==> src/rtl/misr_pkg.sv <==
// Shared types and helpers for the output-signature MISR compactor.
package misr_pkg;

    typedef enum logic [1:0] {IDLE, SKIP, RUN, DONE} misr_state_e;

    localparam logic [31:0] MISR_POLY32 = 32'h04C11DB7;

    // One MISR step for any width up to 64: shift, conditional feedback, inject f.
    function automatic logic [63:0] misr_step(input logic [63:0] s,
                                              input logic [63:0] poly,
                                              input logic [63:0] f,
                                              input int unsigned w);
        logic [63:0] mask;
        logic        fb;
        mask = (w >= 64) ? '1 : ((64'd1 << w) - 64'd1);
        fb   = |(s & (64'd1 << (w - 1)));
        return ((s << 1) ^ (fb ? poly : 64'd0) ^ f) & mask;
    endfunction

endpackage

==> src/rtl/misr_fold.sv <==
// Combinational XOR-fold of a DATA_W vector into SIG_W bits; the top chunk is zero-padded.
module misr_fold #(
    parameter int DATA_W = 412,
    parameter int SIG_W  = 32
) (
    input  logic [DATA_W-1:0] data,
    output logic [SIG_W-1:0]  f
);
    localparam int NCHUNK = (DATA_W + SIG_W - 1) / SIG_W;

    logic [NCHUNK*SIG_W-1:0] padded;

    always_comb begin
        padded = '0;
        padded[DATA_W-1:0] = data;
        f = '0;
        for (int c = 0; c < NCHUNK; c++)
            f = f ^ padded[c*SIG_W +: SIG_W];
    end

endmodule

==> src/rtl/out_sig_misr.sv <==
// Response compactor: skips SKIP_CYCLES valid samples after start, folds num_cycles samples into a MISR.
// Optional MISR_MASK_EN adds mask_in, ANDed with data_in before folding.
module out_sig_misr
    import misr_pkg::*;
#(
    parameter int               DATA_W      = 412,
    parameter int               SIG_W       = 32,
    parameter logic [SIG_W-1:0] POLY        = SIG_W'(MISR_POLY32),
    parameter logic [SIG_W-1:0] SEED        = '0,
    parameter int               SKIP_CYCLES = 2
) (
    input  logic              clk,
    input  logic              rst,
    input  logic              start,
    input  logic [15:0]       num_cycles,
    input  logic              data_valid,
    input  logic [DATA_W-1:0] data_in,
`ifdef MISR_MASK_EN
    input  logic [DATA_W-1:0] mask_in,
`endif
    input  logic [SIG_W-1:0]  expected_sig,
    output logic [SIG_W-1:0]  sig,
    output logic              busy,
    output logic              done,
    output logic              match,
    output logic [15:0]       sample_cnt
);
    localparam bit          NO_SKIP   = (SKIP_CYCLES == 0);
    localparam logic [15:0] SKIP_LAST = 16'(SKIP_CYCLES - 1);

    misr_state_e       state;
    logic [SIG_W-1:0]  sig_q;
    logic [SIG_W-1:0]  fold;
    logic [15:0]       cnt_q, skip_q, n_q;
    logic [DATA_W-1:0] fold_in;
    logic [63:0]       step_wide;
    logic              unused_step;
    logic              accept;

`ifdef MISR_MASK_EN
    assign fold_in = data_in & mask_in;
`else
    assign fold_in = data_in;
`endif

    misr_fold #(.DATA_W(DATA_W), .SIG_W(SIG_W)) u_fold (
        .data (fold_in),
        .f    (fold)
    );

    assign step_wide   = misr_step(64'(sig_q), 64'(POLY), 64'(fold), SIG_W);
    assign unused_step = ^(step_wide >> SIG_W);

    // start is only honoured between runs; mid-run pulses are dropped.
    assign accept = start && (state == IDLE || state == DONE);

    always_ff @(posedge clk or posedge rst) begin
        if (rst) begin
            state  <= IDLE;
            sig_q  <= SEED;
            cnt_q  <= '0;
            skip_q <= '0;
            n_q    <= '0;
        end else if (accept) begin
            sig_q  <= SEED;
            cnt_q  <= '0;
            skip_q <= '0;
            n_q    <= num_cycles;
            if (NO_SKIP) state <= (num_cycles == 16'd0) ? DONE : RUN;
            else         state <= SKIP;
        end else if (data_valid) begin
            case (state)
                SKIP: begin
                    if (skip_q == SKIP_LAST) state <= (n_q == 16'd0) ? DONE : RUN;
                    else                     skip_q <= skip_q + 16'd1;
                end
                RUN: begin
                    sig_q <= step_wide[SIG_W-1:0];
                    cnt_q <= cnt_q + 16'd1;
                    if (cnt_q + 16'd1 == n_q) state <= DONE;
                end
                default: ;
            endcase
        end
    end

    assign sig        = sig_q;
    assign sample_cnt = cnt_q;
    assign busy       = (state == SKIP) || (state == RUN);
    assign done       = (state == DONE);
    assign match      = done && (sig_q == expected_sig);

endmodule

==> config.mk <==
export PLATFORM = sky130hd
export DESIGN_NAME = out_sig_misr
export DESIGN_NICKNAME = d
export VERILOG_FILES = /design/src/rtl/misr_pkg.sv /design/src/rtl/misr_fold.sv /design/src/rtl/out_sig_misr.sv
export SDC_FILE = /design/constraint.sdc
export NUM_CORES = 1
export LEC_CHECK = 0
export ABC_AREA = 1
export CORE_AREA = 2 2 202 204
export DETAILED_ROUTE_END_ITERATION = 6
export DIE_AREA = 0 0 204 206
export MAX_ROUTING_LAYER = met4
export PLACE_DENSITY = 0.61
export SLEW_MARGIN = 5
export SYNTH_ARGS = -nofsm -noshare
export SYNTH_HDL_FRONTEND = slang
export SYNTH_SLANG_ARGS = --single-unit
==> constraint.sdc <==
create_clock -name clk -period 2.75 [get_ports clk]
set_input_delay 0.4125 -clock clk [delete_from_list [all_inputs] [get_ports clk]]
set_output_delay 0.4125 -clock clk [all_outputs]
set_load 0.02 [all_outputs]
* Word level (Yosys, flattened, before mapping)
Cells that the tools add are included. W data, S select, Z words.
Storage, ports and cells: flip-flop bits (word level) 82, bits of input ports 464, logic and storage cells 60
Cells by class: add/subtract/negate cells 2, eq/ne operators 9, multiplexer cells 17, bitwise logic cells 14, reductions and logical operators 13
Operator list (count):
- $xor A32 B32 Y32 | 12
- $mux W16 | 7
- $mux W32 | 3
- $add A16 B1 Y16 const B | 2
- $eq A32 B32 Y1 | 1
- $xor A32 B27 Y32 | 1
- $xor A32 B28 Y32 | 1
- $mux W27 | 1
- $eq A16 B1 Y1 const B | 1
- $eq A16 B16 Y1 | 1
- $logic_not A16 Y1 | 1
- $mux W2 | 4
- $ne A3 B3 Y1 const B | 2
- $reduce_bool A2 Y1 | 3
- $eq A2 B2 Y1 const B | 2
- $pmux W2 S2 | 1
- $reduce_and A4 Y1 | 1
- $reduce_and A3 Y1 | 1
- $reduce_bool A3 Y1 | 1
- $eq A2 B1 Y1 const B | 1
- $logic_and A1 B1 Y1 | 2
- $logic_not A2 Y1 | 1
- $logic_or A1 B1 Y1 | 2
- $ne A2 B2 Y1 const B | 1
- 2 further kinds | 2

* Depth between registers and ports, before layout
Gate-level depths: netlist of run 1.
word-level depth 16, gate-level depth with buffers 16, depth with buffers taken out 16

* By module
A second synthesis of run 1 with hierarchy kept.
Second synthesis, totals: cell total of the unflattened synthesis 2197, area, all modules 12011.5 um^2
By module, submodules not included:
- misr_fold | times used 1, cells an instance 1556, area each 7026.7 um^2, seq. area each 0.0 um^2
- out_sig_misr | times used 1, cells an instance 641, area each 4984.8 um^2, seq. area each 2052.0 um^2

* Worst setup path after synthesis of run 1
Ideal clock, no wire load.
kind reg-to-output, start point reg sig_q[31], in the netlist sig[31], end point out match, arrival time 1.587 ns, setup slack 0.751 ns, cell stages (with the launch flop) 7, buffers on the path 2, path through dfrtp_1 buf_2 buf_4 xor2_1 a221oi_1 nand3_1 nor2_1
Between the ends: longest elaborated chain between the ends 2
RTL lines:
- start, declared | line out_sig_misr.sv:32 | logic [SIG_W-1:0] sig_q;
- start signal, assigned | line out_sig_misr.sv:78 | sig_q <= step_wide[SIG_W-1:0];
- $eq A32 B32 Y1 | line out_sig_misr.sv:91 | assign match = done && (sig_q == expected_sig);
- $logic_and A1 B1 Y1 | line out_sig_misr.sv:91
- end, declared | line out_sig_misr.sv:25 | output logic match,
Every way passes these cells.

* Final worst setup path of run 1
start point reg sig_q[30], in the netlist sig[30], end point out match
Same word-level chain as after synthesis.

==> results of run 1 <==
power breakdown:
part	internal [mW]	switching [mW]	leakage, nW
sequential	1.53	0.400	1.09
clock	0.901	0.578	0.172
combinational	2.45	2.62	4.36
sequential cells by signal, summed over array words and instances (netlist names):
register    flops
sig            32
sample_cnt     16
n_q            16
state           2
skip_q         16
layout make-up:
cell class                 count  share of cell area (%)
antenna                        5                  0.0860
clock inverter                 7                   0.851
clock buffer                   9                    1.55
inverter                      79                    2.05
multi-input combinational    854                    40.3
tap                          532                    4.57
sequential                    82                    14.1
timing repair buffer         530                    36.5
synth_stat cells:
library cell	instances	area share [%]
a211oi_1	1	0.091
a21oi_1	13	0.79
a221oi_1	4	0.42
a22o_1	5	0.53
and2_0	1	0.076
buf_1	1	0.045
buf_2	3	0.18
buf_4	1	0.091
clkbuf_1	12	0.54
clkinv_1	1	0.045
dfrtp_1	82	25
ha_1	6	0.91
inv_1	69	3.1
inv_2	9	0.41
nand2_1	173	7.9
nand2_2	4	0.30
nand3_1	39	2.4
nand3_2	2	0.24
nand3b_1	2	0.18
nand4_1	14	1.1
nor2_1	38	1.7
nor2_2	5	0.38
nor2_4	2	0.27
nor3_1	11	0.67
nor3b_1	2	0.18
nor4_1	7	0.53
nor4b_1	1	0.11
o2111ai_1	1	0.11
o21a_1	3	0.27
o21ai_0	49	3.0
o21ai_1	7	0.42
o22ai_1	26	2.0
o41ai_1	1	0.11
or2_0	1	0.076
or2_2	6	0.45
xnor2_1	245	26
xor2_1	184	19
xor3_1	1	0.29
cells in the final DEF (no fill, tap or decap), types with 3 or more instances in the layout:
master           instances
nand3_1                 39
or2_2                    6
nor2_1                  38
nor3_1                  11
o21ai_1                  7
clkdlybuf4s50_1        513
a221oi_1                 3
o22ai_1                 26
o21a_1                   3
diode_2                  5
clkbuf_16                9
buf_4                   13
xnor2_1                245
bufinv_16                3
xor2_1                 184
buf_12                   4
inv_2                    9
nand2_1                172
nand4_1                 14
a21oi_1                 13
o21ai_0                 48
nor4_1                   7
ha_1                     6
nor2_2                   5
dfrtp_1                 82
nand2_2                  5
a22o_1                   5
inv_1                   68
logic make-up (layout without fill, tap and decap cells):
| kind of cell | after synthesis | in the layout | share of synthesized area (%) |
|---|---|---|---|
| DFF | 82 | 82 | 24.8 |
| and+or+nand+nor | 308 | 308 | 16.5 |
| AOI/OAI and AO/OA | 110 | 110 | 7.67 |
| other | 0 | 5 | 0 |
| buffers and inverters | 96 | 625 | 4.45 |
| adders and majority gates | 6 | 6 | 0.908 |
| xor gates and xnor gates | 430 | 430 | 45.7 |
per-layer routing:
| metal | GRT usage [%] | part of all wire [%] | up-vias | wire length, µm |
|---|---|---|---|---|
| met4 | 4.11 | 1.6 | 0 | 582 |
| met2 | 32.0 | 53 | 296 | 19700 |
| li1 | - | - | 4346 | - |
| met3 | 2.78 | 4.7 | 27 | 1720 |
| met1 | 19.8 | 40 | 3902 | 14900 |
| met5 | - | 0 | - | 0 |
metrics by stage:
stage / setup TNS [ps] / area, µm² / cells / total power, mW / setup slack [ps]
final: 0 / 14600 / 2098 / 8.48 / 183
after global routing: 0 / 14600 / 2098 / 9.12 / 64.6
after detailed placement: -12.8 / 14200 / 2077 / 7.08 / -12.8
after CTS: 0 / 14500 / 2093 / 8.63 / 86.2
after floorplan: 0 / 8270 / 1032 / 4.89 / 229
after global placement: -26.6 / 14200 / 2077 / 7.04 / -26.6
final timing paths:
kind / startpoint / endpoint / slack [ps] / cells after the start
min reg2reg: skip_q[7] / skip_q[7] / 540 / 1
max: sig[30] / match / 180 / 7
min in group clk: skip_q[7] / skip_q[7] / 540 / 1
min: rst / sig[17] / 390 / 2
max reg2reg: sample_cnt[0] / state[0] / 470 / 16
max in group asynchronous: rst / sig[5] / 1710 / 3
==> run_results.csv, run 1 <==
group,metric,value,unit
die,placeableCoreArea,40200,µm²
hold_path,hold_path.class,"input port to asynchronous set/reset pin",
clock_network,clk_latency,350,ps
setup_path,crit_chain,"or2_2 > a221oi_2 > buf_4 > nand3_1 > nor2_1 > buf_4 > buf_12",
setup_path,critPathMaxStageDelay,490,ps
finish,post-route-util,36.2,%
die,start_util,20.6,%
clock_network,clockBufferDepth,2,
synthesis,yosysSeqAreaShare,24.8,%
detailed_routing,post_drt_wl_per_cell,17.6,µm
job,maxCapViolCount,0,
detailed_routing,initialDrtViolationCount,261,
clock_network,cts_tree,"yes",
timing,clock-skew-final,12.6,ps
power,ir_worst_vdd,401,µV
timing,period_needed,2570,ps
finish,n_fill_cell,4242,
place,dp_hpwl,32400,µm
global_routing,grt_remaining_overflow,0,
setup_path,setup.worst_path.end_class,"output port",
setup_path,worstSetupStartpointType,"register",
detailed_routing,drc_errors,0,
timing,relSlewSlack,61.1,%
power,power.density,582,nW/µm²
global_routing,antenna_found_initial,5,
timing,hold_viol,0,
synthesis,yosysUniqueCellTypes,38,
global_routing,grt_pass1_vias,8813,
clock_network,cts_buffers,9,
place,port_buffers,514,
timing,tightestPinTransition,583,ps
clock_network,root_buffer,"clkbuf_16",
timing,rsz0062_at_grt,"false",
timing,fmax,390,MHz
detailed_routing,routed-via-count,8571,
die,fp.dieArea,42000,µm²
setup_path,cp_common_cell,"buf_4",
finish,nNetsFinal,2026,
clock_network,cts_setup_buffers,0,
synthesis,netlist_instances,1032,
die,io_pins,515,
detailed_routing,viasPerCell,4.09,
finish,ff_latch_area,2050,µm²
place,globalplace.congestion,0.938,
global_routing,grt_usage,17.4,%
global_routing,grt_max_degree,62,
setup_path,crit_arrival,2150,ps
timing,slew_viol_final,0,
setup_path,crit_required,2340,ps
die,die_h,206,µm
clock_network,htreeDepth,3,
timing,finalCritPeriodShare,93.3,%
synthesis,yosysWarningCount,0,
clock_network,cts.sinks,82,
clock_network,cts-resized-gates,1,
detailed_routing,drt_wl_total,36900,µm
synthesis,synth_seq_cells,82,
synthesis,avgSynthCellArea,8.02,µm²
clock_network,clk_pin_slew,80,ps
detailed_routing,first_pass_iters,5,
setup_path,cp_top_family,"simple AND/OR/NAND/NOR gates",
setup_path,crit_type,"register to output port",
synthesis,synth_area,8270,µm²
die,die_w,204,µm
run_status,status,"completed",
finish,drive_above_1_share,4.16,%
timing,setup_viol_count_final,0,
setup_path,slowest_stage,"dfrtp_1",
power,power.leakage,5.63,nW
die,rows,74,
setup_path,crit_buf_inv,3,
global_routing,grt_pass1_wl,52800,µm
detailed_routing,postRouteAntennaNets,0,
finish,syn_to_final_growth,76.0,%
finish,multi_input_area,5860,µm²
clock_network,ctsHoldBuffers,0,
timing,whs,388,ps
setup_path,critPathMaxFanout,5,
synthesis,synth_nets,1502,
Power figures use the tool's default switching activity.
==> run 2: changes to the inputs <==
--- a/config.mk
+++ b/config.mk
@@ -6,11 +6,11 @@
 export NUM_CORES = 1
 export LEC_CHECK = 0
 export ABC_AREA = 1
-export CORE_AREA = 2 2 202 204
+export CORE_AREA = 5 5 199 201
 export DETAILED_ROUTE_END_ITERATION = 6
 export DIE_AREA = 0 0 204 206
 export MAX_ROUTING_LAYER = met4
-export PLACE_DENSITY = 0.61
+export PLACE_DENSITY = 0.64
 export SLEW_MARGIN = 5
 export SYNTH_ARGS = -nofsm -noshare
 export SYNTH_HDL_FRONTEND = slang
==> run 2 against run 1 <==
  * First-iteration DRC count is 44% higher
  * Clock skew is 2.7 ps lower
  * Sequential cell count stayed put
  * Core utilization is 2.3 points higher
  * Design area is 0.93% lower
  * Register-to-register slack better by 120 ps
  * Worst hold slack worse by 21 ps
  * Non-clock buffer count is 2 lower
  * Routed wire length is 2.7% higher
  * Critical path type unchanged
==> run_results.csv, run 2 (synthesis gave the netlist of run 1 again) <==
group,metric,value,unit
timing,slew_viol_final,0,
global_routing,grt_remaining_overflow,0,
clock_network,root_buffer,"clkbuf_16",
run_status,status,"completed",
timing,clock-skew-final,9.90,ps
detailed_routing,drc_errors,0,
detailed_routing,drt_wl_total,37900,µm
finish,syn_to_final_growth,74.3,%
clock_network,cts_buffers,9,
setup_path,r2r_end,"sig[1]",
power,ir_worst_vdd,325,µV
timing,hold_viol,0,
place,dp_hpwl,33500,µm
power,power.density,566,nW/µm²
clock_network,clockBufferDepth,2,
setup_path,crit_required,2340,ps
detailed_routing,post_drt_wl_per_cell,18.3,µm
setup_path,critPathMaxFanout,5,
setup_path,slowest_stage,"dfrtp_1",
clock_network,clk_latency,350,ps
die,start_util,22.1,%
finish,n_fill_cell,3845,
die,die_h,206,µm
timing,rsz0062_at_grt,"false",
setup_path,worstSetupStartpointType,"register",
clock_network,cts_tree,"yes",
detailed_routing,routed-via-count,8567,
die,die_w,204,µm
global_routing,antenna_found_initial,4,
timing,tightestPinTransition,685,ps
finish,multi_input_area,5860,µm²
place,globalplace.congestion,0.919,
global_routing,grt_max_degree,44,
die,rows,71,
clock_network,cts_setup_buffers,0,
timing,setup_viol_count_final,0,
clock_network,cts.sinks,82,
detailed_routing,viasPerCell,4.13,
setup_path,crit_type,"register to output port",
global_routing,grt_pass1_vias,9316,
timing,fmax,391,MHz
finish,drive_above_1_share,4.04,%
setup_path,crit_arrival,2140,ps
power,power.leakage,5.57,nW
finish,final_common_cell,"clkdlybuf4s50_1",
timing,period_needed,2560,ps
die,fp.dieArea,42000,µm²
detailed_routing,initialDrtViolationCount,375,
detailed_routing,first_pass_iters,5,
setup_path,reg2reg_depth,9,
global_routing,grt_usage,17.8,%
hold_path,hold_path.class,"input port to asynchronous set/reset pin",
die,placeableCoreArea,37400,µm²
setup_path,r2r-start,"state[0]",
timing,setup_tns,0,ps
setup_path,critPathMaxStageDelay,500,ps
timing,relSlewSlack,54.3,%
setup_path,crit_chain,"or2_2 > a221oi_2 > buf_4 > nand3_1 > nor2_1 > buf_12",
place,port_buffers,514,
finish,post-route-util,38.6,%
global_routing,grt_pass1_wl,54700,µm
finish,nNetsFinal,2024,
timing,finalCritPeriodShare,92.9,%
finish,mostFrequentLayoutCells,"513 x clkdlybuf4s50_1, 245 x xnor2_1, 184 x xor2_1",
job,maxCapViolCount,0,
detailed_routing,postRouteAntennaNets,0,
clock_network,htreeDepth,3,
die,io_pins,515,
setup_path,setup.worst_path.end_class,"output port",
finish,ff_latch_area,2050,µm²
setup_path,reg2reg_slack,590,ps
clock_network,clk_pin_slew,70,ps
finish,largest_reg_flops,32,
run 2: cell count changes in the layout (fill, tap and decap cells not counted):
| cell | previous run | this run |
|---|---|---|
| bufinv_16 | 3 | 0 |
| buf_12 | 4 | 2 |
| inv_6 | 2 | 4 |
| clkinv_2 | 1 | 2 |
| clkinvlp_4 | 0 | 1 |
| diode_2 | 5 | 4 |
| inv_4 | 1 | 0 |
run 2: repair_timing:
item	in CTS	in global routing
gates resized for setup	1	0
hold buffers	0	0
setup endpoints to repair	1	0
endpoints found under the hold margin	0	0
run 2: where the power goes:
group	switching, mW	internal (mW)
Combinational	2.60	2.40
Sequential	0.417	1.53
Clock	0.577	0.631
Total	3.60	4.56
run 2: area by class of cell:
type,count,area share [%]
antenna,4,0.0694
sequential,82,14.2
multi-input combinational,854,40.7
timing repair buffer,528,36.6
inverter,79,2.07
clock buffer,9,1.56
clock inverter,7,0.408
tap,511,4.43
run 2: worst max path at each step:
| stage | from | endpoint | slack (ps) | depth (start not counted) |
|---|---|---|---|---|
| 2_1_floorplan | rst | n_q[0] | 230 | 1 |
| 3_3_place_gp | expected_sig[30] | match | 80 | 7 |
| 3_5_place_dp | expected_sig[16] | match | 30 | 7 |
| 4_1_cts | sig[30] | match | 90 | 6 |
| 5_1_grt | state[0] | match | 9 | 7 |
| 6_report | sig[30] | match | 190 | 6 |
run 2: per-stage QoR:
stage | power [mW] | hold WS [ps] | area [µm²] | instances | setup WS (ps)
4_1_cts | 8.32 | 371 | 14400 | 2070 | 88.5
3_5_place_dp | 7.05 | 498 | 14100 | 2054 | 31.6
6_report | 8.16 | 367 | 14400 | 2074 | 194
2_1_floorplan | 4.89 | 462 | 8270 | 1032 | 229
5_1_grt | 8.81 | 399 | 14400 | 2073 | 8.58
3_3_place_gp | 6.99 | 495 | 14100 | 2054 | 84.7
run 2: metal layers:
metal	share of wire (%)	wire length [µm]	GRT usage, %	up-vias
met2	55	20700	33.3	291
met1	39	14900	19.9	3908
met5	0	0	-	-
met3	4.9	1880	3.62	29
met4	1.1	408	2.85	0
li1	-	-	-	4339
run 2: critical path, delay by kind of cell (launching register included):
family                 cells  cell delay, ps
and+or+nand+nor            3             620
DFF                        1             500
buffers and inverters      2             340
AOI/OAI and AO/OA          1             330
